[config.mk]
export PLATFORM = sky130hd
export DESIGN_NAME = stdp_scheduler
export DESIGN_NICKNAME = d
export VERILOG_FILES = /design/src/rtl/stdp_scheduler.sv
export SDC_FILE = /design/constraint.sdc
export NUM_CORES = 1
export LEC_CHECK = 0
export CAP_MARGIN = 20
export CORE_MARGIN = 2
export CORE_UTILIZATION = 64
export DETAILED_ROUTE_END_ITERATION = 8
export DONT_BUFFER_PORTS = 1
export GPL_TIMING_DRIVEN = 0
export PLACE_DENSITY = 0.76
export SLEW_MARGIN = 20
export SYNTH_ARGS = -nofsm -noshare
export SYNTH_HDL_FRONTEND = slang
export SYNTH_SLANG_ARGS = --single-unit
[constraint.sdc]
create_clock -name clk -period 6.7 [get_ports clk]
set_input_delay 1.005 -clock clk [delete_from_list [all_inputs] [get_ports clk]]
set_output_delay 1.005 -clock clk [all_outputs]
set_load 0.03 [all_outputs]
[src/rtl/stdp_scheduler.sv]
// STDP learning scheduler: N_SYN synapses share one 8-bit saturating add/sub unit.
// Events are latched as pending flags and serviced one at a time from IDLE.
module stdp_scheduler #(
   parameter int unsigned N_SYN       = 4,
   parameter logic [7:0]  TRACE_INC   = 8'd32,
   parameter int unsigned DECAY_SHIFT = 2,
   parameter logic [7:0]  W_INIT      = 8'd64
) (
   input  logic               clk,
   input  logic               reset,
   input  logic [N_SYN-1:0]   pre_spike,
   input  logic               post_spike,
   input  logic               learn,
   input  logic               tick,
   output logic               busy,
   output logic               act_valid,
   output logic [1:0]         act_idx,
   output logic [7:0]         act_data,
   output logic [8*N_SYN-1:0] weight_out
);

   localparam int unsigned IW = (N_SYN > 1) ? $clog2(N_SYN) : 1;
   localparam int unsigned CW = $clog2(N_SYN + 1);
   localparam logic [CW-1:0] LtpLast   = CW'(N_SYN - 1);
   localparam logic [CW-1:0] DecayLast = CW'(N_SYN);
   localparam logic [IW-1:0] IdxLast   = IW'(N_SYN - 1);

   typedef enum logic [2:0] {
      StIdle,
      StPostLtp,
      StPostTr,
      StPreLtd,
      StPreTr,
      StDecay
   } state_e;

   state_e           state_q, state_d;
   logic [7:0]       pre_trace_q [N_SYN];
   logic [7:0]       pre_trace_d [N_SYN];
   logic [7:0]       weight_q [N_SYN];
   logic [7:0]       weight_d [N_SYN];
   logic [7:0]       post_trace_q, post_trace_d;
   logic [N_SYN-1:0] pend_pre_q, pend_pre_d;
   logic             pend_post_q, pend_post_d;
   logic             pend_tick_q, pend_tick_d;
   logic [IW-1:0]    rr_ptr_q, rr_ptr_d;
   logic [IW-1:0]    sel_q, sel_d;
   logic [CW-1:0]    cnt_q, cnt_d;
   logic             act_valid_q, act_valid_d;
   logic [1:0]       act_idx_q, act_idx_d;
   logic [7:0]       act_data_q, act_data_d;

   logic [IW-1:0]    k_idx;
   logic [IW-1:0]    wr_idx;
   logic             pre_any;
   logic [IW-1:0]    pre_pick;
   logic [IW-1:0]    cand;
   logic [7:0]       alu_a, alu_b, alu_res;
   logic             alu_sub;
   logic [8:0]       alu_sum;
   logic             wr_weight, wr_pre, wr_post;
   logic [N_SYN-1:0] clr_pre;
   logic             clr_post, clr_tick;

   assign k_idx = cnt_q[IW-1:0];

   // Round-robin search starting at rr_ptr_q; first pending index found wins.
   always_comb begin
      pre_any  = 1'b0;
      pre_pick = rr_ptr_q;
      cand     = '0;
      for (int unsigned off = 0; off < N_SYN; off++) begin
         cand = IW'((32'(rr_ptr_q) + off) % N_SYN);
         if (!pre_any && pend_pre_q[cand]) begin
            pre_any  = 1'b1;
            pre_pick = cand;
         end
      end
   end

   // FSM state register
   always_ff @(posedge clk or negedge reset) begin
      if (!reset) begin
         state_q <= StIdle;
      end else begin
         state_q <= state_d;
      end
   end

   // FSM next-state, including the service counter and arbitration bookkeeping
   always_comb begin
      state_d  = state_q;
      cnt_d    = cnt_q;
      sel_d    = sel_q;
      rr_ptr_d = rr_ptr_q;
      unique case (state_q)
         StIdle: begin
            if (pend_post_q) begin
               state_d = StPostLtp;
               cnt_d   = '0;
            end else if (pre_any) begin
               state_d  = StPreLtd;
               sel_d    = pre_pick;
               rr_ptr_d = (pre_pick == IdxLast) ? '0 : pre_pick + 1'b1;
            end else if (pend_tick_q) begin
               state_d = StDecay;
               cnt_d   = '0;
            end
         end
         StPostLtp: begin
            if (cnt_q == LtpLast) begin
               state_d = StPostTr;
            end else begin
               cnt_d = cnt_q + 1'b1;
            end
         end
         StPostTr: state_d = StIdle;
         StPreLtd: state_d = StPreTr;
         StPreTr:  state_d = StIdle;
         StDecay: begin
            if (cnt_q == DecayLast) begin
               state_d = StIdle;
            end else begin
               cnt_d = cnt_q + 1'b1;
            end
         end
         default: state_d = StIdle;
      endcase
   end

   // FSM outputs: operand selection and write enables for the shared unit
   always_comb begin
      busy      = (state_q != StIdle);
      alu_a     = '0;
      alu_b     = '0;
      alu_sub   = 1'b0;
      wr_idx    = k_idx;
      wr_weight = 1'b0;
      wr_pre    = 1'b0;
      wr_post   = 1'b0;
      clr_pre   = '0;
      clr_post  = 1'b0;
      clr_tick  = 1'b0;
      unique case (state_q)
         StIdle: ;
         StPostLtp: begin
            alu_a     = weight_q[k_idx];
            alu_b     = pre_trace_q[k_idx] >> 2;
            wr_weight = learn;
         end
         StPostTr: begin
            alu_a    = post_trace_q;
            alu_b    = TRACE_INC;
            wr_post  = 1'b1;
            clr_post = 1'b1;
         end
         StPreLtd: begin
            wr_idx    = sel_q;
            alu_a     = weight_q[sel_q];
            alu_b     = post_trace_q >> 2;
            alu_sub   = 1'b1;
            wr_weight = learn;
         end
         StPreTr: begin
            wr_idx         = sel_q;
            alu_a          = pre_trace_q[sel_q];
            alu_b          = TRACE_INC;
            wr_pre         = 1'b1;
            clr_pre[sel_q] = 1'b1;
         end
         StDecay: begin
            alu_sub = 1'b1;
            if (cnt_q == DecayLast) begin
               alu_a    = post_trace_q;
               alu_b    = post_trace_q >> DECAY_SHIFT;
               wr_post  = 1'b1;
               clr_tick = 1'b1;
            end else begin
               alu_a  = pre_trace_q[k_idx];
               alu_b  = pre_trace_q[k_idx] >> DECAY_SHIFT;
               wr_pre = 1'b1;
            end
         end
         default: ;
      endcase
   end

   // Shared 8-bit unit; bit 8 of the 9-bit result flags overflow or borrow.
   always_comb begin
      alu_sum = alu_sub ? ({1'b0, alu_a} - {1'b0, alu_b}) : ({1'b0, alu_a} + {1'b0, alu_b});
      if (alu_sum[8]) begin
         alu_res = alu_sub ? 8'd0 : 8'hff;
      end else begin
         alu_res = alu_sum[7:0];
      end
   end

   // Datapath next-state; a new event sets its flag even on the edge that clears it.
   always_comb begin
      for (int unsigned i = 0; i < N_SYN; i++) begin
         pre_trace_d[i] = pre_trace_q[i];
         weight_d[i]    = weight_q[i];
      end
      post_trace_d = post_trace_q;
      if (wr_pre) begin
         pre_trace_d[wr_idx] = alu_res;
      end
      if (wr_weight) begin
         weight_d[wr_idx] = alu_res;
      end
      if (wr_post) begin
         post_trace_d = alu_res;
      end
      pend_pre_d  = (pend_pre_q & ~clr_pre) | pre_spike;
      pend_post_d = (pend_post_q & ~clr_post) | post_spike;
      pend_tick_d = (pend_tick_q & ~clr_tick) | tick;
      act_valid_d = (state_q == StPreLtd);
      act_idx_d   = act_idx_q;
      act_data_d  = act_data_q;
      if (state_q == StPreLtd) begin
         act_idx_d  = 2'(sel_q);
         act_data_d = weight_q[sel_q];
      end
   end

   always_ff @(posedge clk or negedge reset) begin
      if (!reset) begin
         for (int unsigned i = 0; i < N_SYN; i++) begin
            pre_trace_q[i] <= '0;
            weight_q[i]    <= W_INIT;
         end
         post_trace_q <= '0;
         pend_pre_q   <= '0;
         pend_post_q  <= 1'b0;
         pend_tick_q  <= 1'b0;
         rr_ptr_q     <= '0;
         sel_q        <= '0;
         cnt_q        <= '0;
         act_valid_q  <= 1'b0;
         act_idx_q    <= '0;
         act_data_q   <= '0;
      end else begin
         for (int unsigned i = 0; i < N_SYN; i++) begin
            pre_trace_q[i] <= pre_trace_d[i];
            weight_q[i]    <= weight_d[i];
         end
         post_trace_q <= post_trace_d;
         pend_pre_q   <= pend_pre_d;
         pend_post_q  <= pend_post_d;
         pend_tick_q  <= pend_tick_d;
         rr_ptr_q     <= rr_ptr_d;
         sel_q        <= sel_d;
         cnt_q        <= cnt_d;
         act_valid_q  <= act_valid_d;
         act_idx_q    <= act_idx_d;
         act_data_q   <= act_data_d;
      end
   end

   assign act_valid = act_valid_q;
   assign act_idx   = act_idx_q;
   assign act_data  = act_data_q;

   always_comb begin
      for (int unsigned i = 0; i < N_SYN; i++) begin
         weight_out[8*i +: 8] = weight_q[i];
      end
   end

endmodule

==> results of run 1 <==
-- sequential cells by signal (all words and copies together) (netlist names) --
signal,count
sel_q,2
state_q,3
post_trace_q,8
pend_tick_q,1
pre_trace_q,32
act_idx,2
act_valid,1
pend_pre_q,4
rr_ptr_q,2
pend_post_q,1
cnt_q,3
act_data,8
weight_out,32
-- layout make-up --
type                            instances  area share
Multi-Input combinational cell        446       0.511
Sequential cell                        99       0.406
Tap cell                              108      0.0221
Clock buffer                           10      0.0209
Buffer                                 33      0.0207
Clock inverter                          6      0.0135
Inverter                                9     0.00553
-- layout by cell type, fill, tap and decap left out, types with 8 or more instances in the layout --
cell type	instances
a21o_1	9
a21oi_1	27
a22oi_1	11
clkbuf_1	27
clkbuf_8	9
dfrtp_1	95
ha_1	13
inv_1	8
mux2_2	11
mux4_2	32
nand2_1	123
nand2b_1	9
nor2_1	36
nor2b_1	8
o21ai_0	69
-- kinds of logic after synthesis --
group / share of synthesized area
simple gates: 0.162
flops: 0.430
fa+ha+maj: 0.0317
mux: 0.152
buf+inv: 0.0278
xor+xnor: 0.0165
compound gates: 0.180
-- final timing paths --
kind,startpoint,end,depth (start not counted)
max,cnt_q[0],weight_out[15],17
min,reset,pend_pre_q[1],0
max reg2reg,cnt_q[0],weight_out[15],17
min reg2reg,pre_trace_q[12],pre_trace_q[12],2
max in group asynchronous,reset,weight_out[14],0
min in group clk,pre_trace_q[12],pre_trace_q[12],2
-- through the flow --
stage | util | area [um^2] | hold WS, ns
after detailed placement | 0.677 | 5900 | 0.495
after floorplan | - | 5770 | 0.461
final | 0.701 | 6110 | 0.313
after global routing | 0.701 | 6110 | 0.301
after global placement | 0.677 | 5900 | 0.477
after CTS | 0.701 | 6110 | 0.307
-- worst register-to-register path, delay by kind of cell, from the launching register on --
kind / cells / cell delay, ns
adders and majority gates: 2 / 0.61
AOI/OAI and AO/OA: 6 / 1.78
buffers and inverters: 4 / 1.58
DFF: 1 / 0.57
muxes: 1 / 0.24
xor gates and xnor gates: 1 / 0.49
and+or+nand+nor: 3 / 0.63
-- metal layers --
metal  wire [um]  global-route usage  share of wire
met3        1310              0.0801          0.086
met5           0                   0              0
met2        7210               0.518           0.48
met1        6090               0.453           0.40
met4         551               0.128          0.036
==> out/metrics.cfg, run 1 <==
[setup_path]
endpoint_kind = flip-flop
timing.reg2reg.setup_slack_ns = 0.77
worst_setup_path_start_kind = flip-flop
critical-path-top-cell-by-count = nand2_1
crit_path_max_incr_delay_ns = 0.70
worstPathMaxFanout = 10
setup.worst_path.class = flip-flop to flip-flop
worstPathArrival_ns = 6.24
critPathRequiredTime_ns = 7.01
worstPathCellList = buf_2 > buf_1 > inv_1 > ha_1 > nand2_1 > and3_1 > clkbuf_1 > a22oi_1 > a41oi_1 > fa_1 > a211oi_1 > o21ai_0 > nand2_1 > a21o_1 > xnor2_2 > o22a_1 > mux2_2
cp_top_family = compound AO/OA/AOI/OAI gates
cpMaxStageDelayCell = buf_1
worst-path-buf-inv = 4

[final_layout]
diodes = 0
multi_input_comb_area_um2 = 3120
layout.nets = 621
n_fill_cell = 670
final_layout_size_suffix_gt1_frac = 0.129
areaGrowthSynthToFinish_pct = 5.99
final_cells = 711
area.sequential_um2 = 2480

[yosys]
synthesis.instances = 587
post-synth-top-area-fraction = 0.412
synth.lib_cells_used.distinct = 57
post_synthesis_register_bit_count = 99
netlist_top_cells_area = dfrtp_1, mux4_2, nand2_1
yosys-top-cells-count = nand2_1, dfrtp_1, o21ai_0, nor2_1, mux4_2
synthesis.nets = 610
synth.largest_area_cell = dfrtp_1
synth_top_flop_cell = dfrtp_1
cell_area_synth_um2 = 5770
edff_count_synth = 0
synthArstFlopShare = 1.00
synth_seq_area_share = 0.430
synth.yosys.warnings = 0
avgSynthCellArea_um2 = 9.82
synthMostInstantiatedCell = nand2_1

[routing]
remaining_drc_errors = 0
first_pass_iters = 5
totalWireLength_um = 15200
first_iter_violations = 457
vias_per_cell = 6.68
antenna_left = 0
detailroute.via_count = 4748
post_drt_wl_per_cell_um = 21.3

[timing]
timing.final.max_slew_violations = 0
fraction_of_the_cycle_the_final_worst_path_needs = 0.885
totalNegativeSetupSlack_ns = 0
max_freq_ghz = 0.169
worst_slack_ns = 0.768
final.setup_skew_ns = 0.0114
tightest_slew_ns = 0.917
rsz_0062_raised_after_global_routing = no
report.final.hold_viol_count = 0
period_minus_slack_ns = 5.93
setup_viol_count_final = 0
timing.slew.headroom = 0.389

[floorplan]
design.die.area_um2 = 9790
chipHeight_um = 98.9
num_io_pins = 53
coreArea_um2 = 8720
cell_rows = 34
floorplan.initialDensity = 0.661
fp.dieW_um = 98.9

[cts]
htree_levels = 3
clock_sinks = 99
postCtsResizedCells = 0
cts.root.buffer_cell = clkbuf_8
post_cts_buffers = 0
post_cts_hold_buffer_count = 0
cts_max_path_buffers = 2
clk_transition_reported_paths_ns = 0.10
cts_tree = built
clk-insertion-delay-late_ns = 0.37
cts_buffers = 9

[place]
placed_cells = 695
placement.io_buffers = 0
dpl.hpwl_um = 11200
detailedPlace.worstSlack_ns = 0.828
gpl.final_weighted_congestion = 0.904

[run]
timing.max_cap.violations = 0

[global_route]
grt_max_degree = 100
first_pass_grt_wire_length_um = 24900
grt_use_total = 0.331
first_global_vias = 4749
grt_antenna_before_repair = 0
grt-ovfl-total = 0

[min_path]
hold_path.class = input pin to async pin

[run_status]
status = finished, final reports clean

Power of run 1 is not shown: default switching activity piles up to over one toggle a cycle in this logic, so the estimate is an artifact.
==> run 2, diff against run 1 <==
--- a/config.mk
+++ b/config.mk
@@ -5,6 +5,7 @@
 export SDC_FILE = /design/constraint.sdc
 export NUM_CORES = 1
 export LEC_CHECK = 0
+export ABC_AREA = 0
 export CAP_MARGIN = 20
 export CORE_MARGIN = 2
 export CORE_UTILIZATION = 64
==> results of run 2 <==
No change in the layout: final DEF, timing and power equal those of run 1.
Power of run 2 is left out for the same reason.
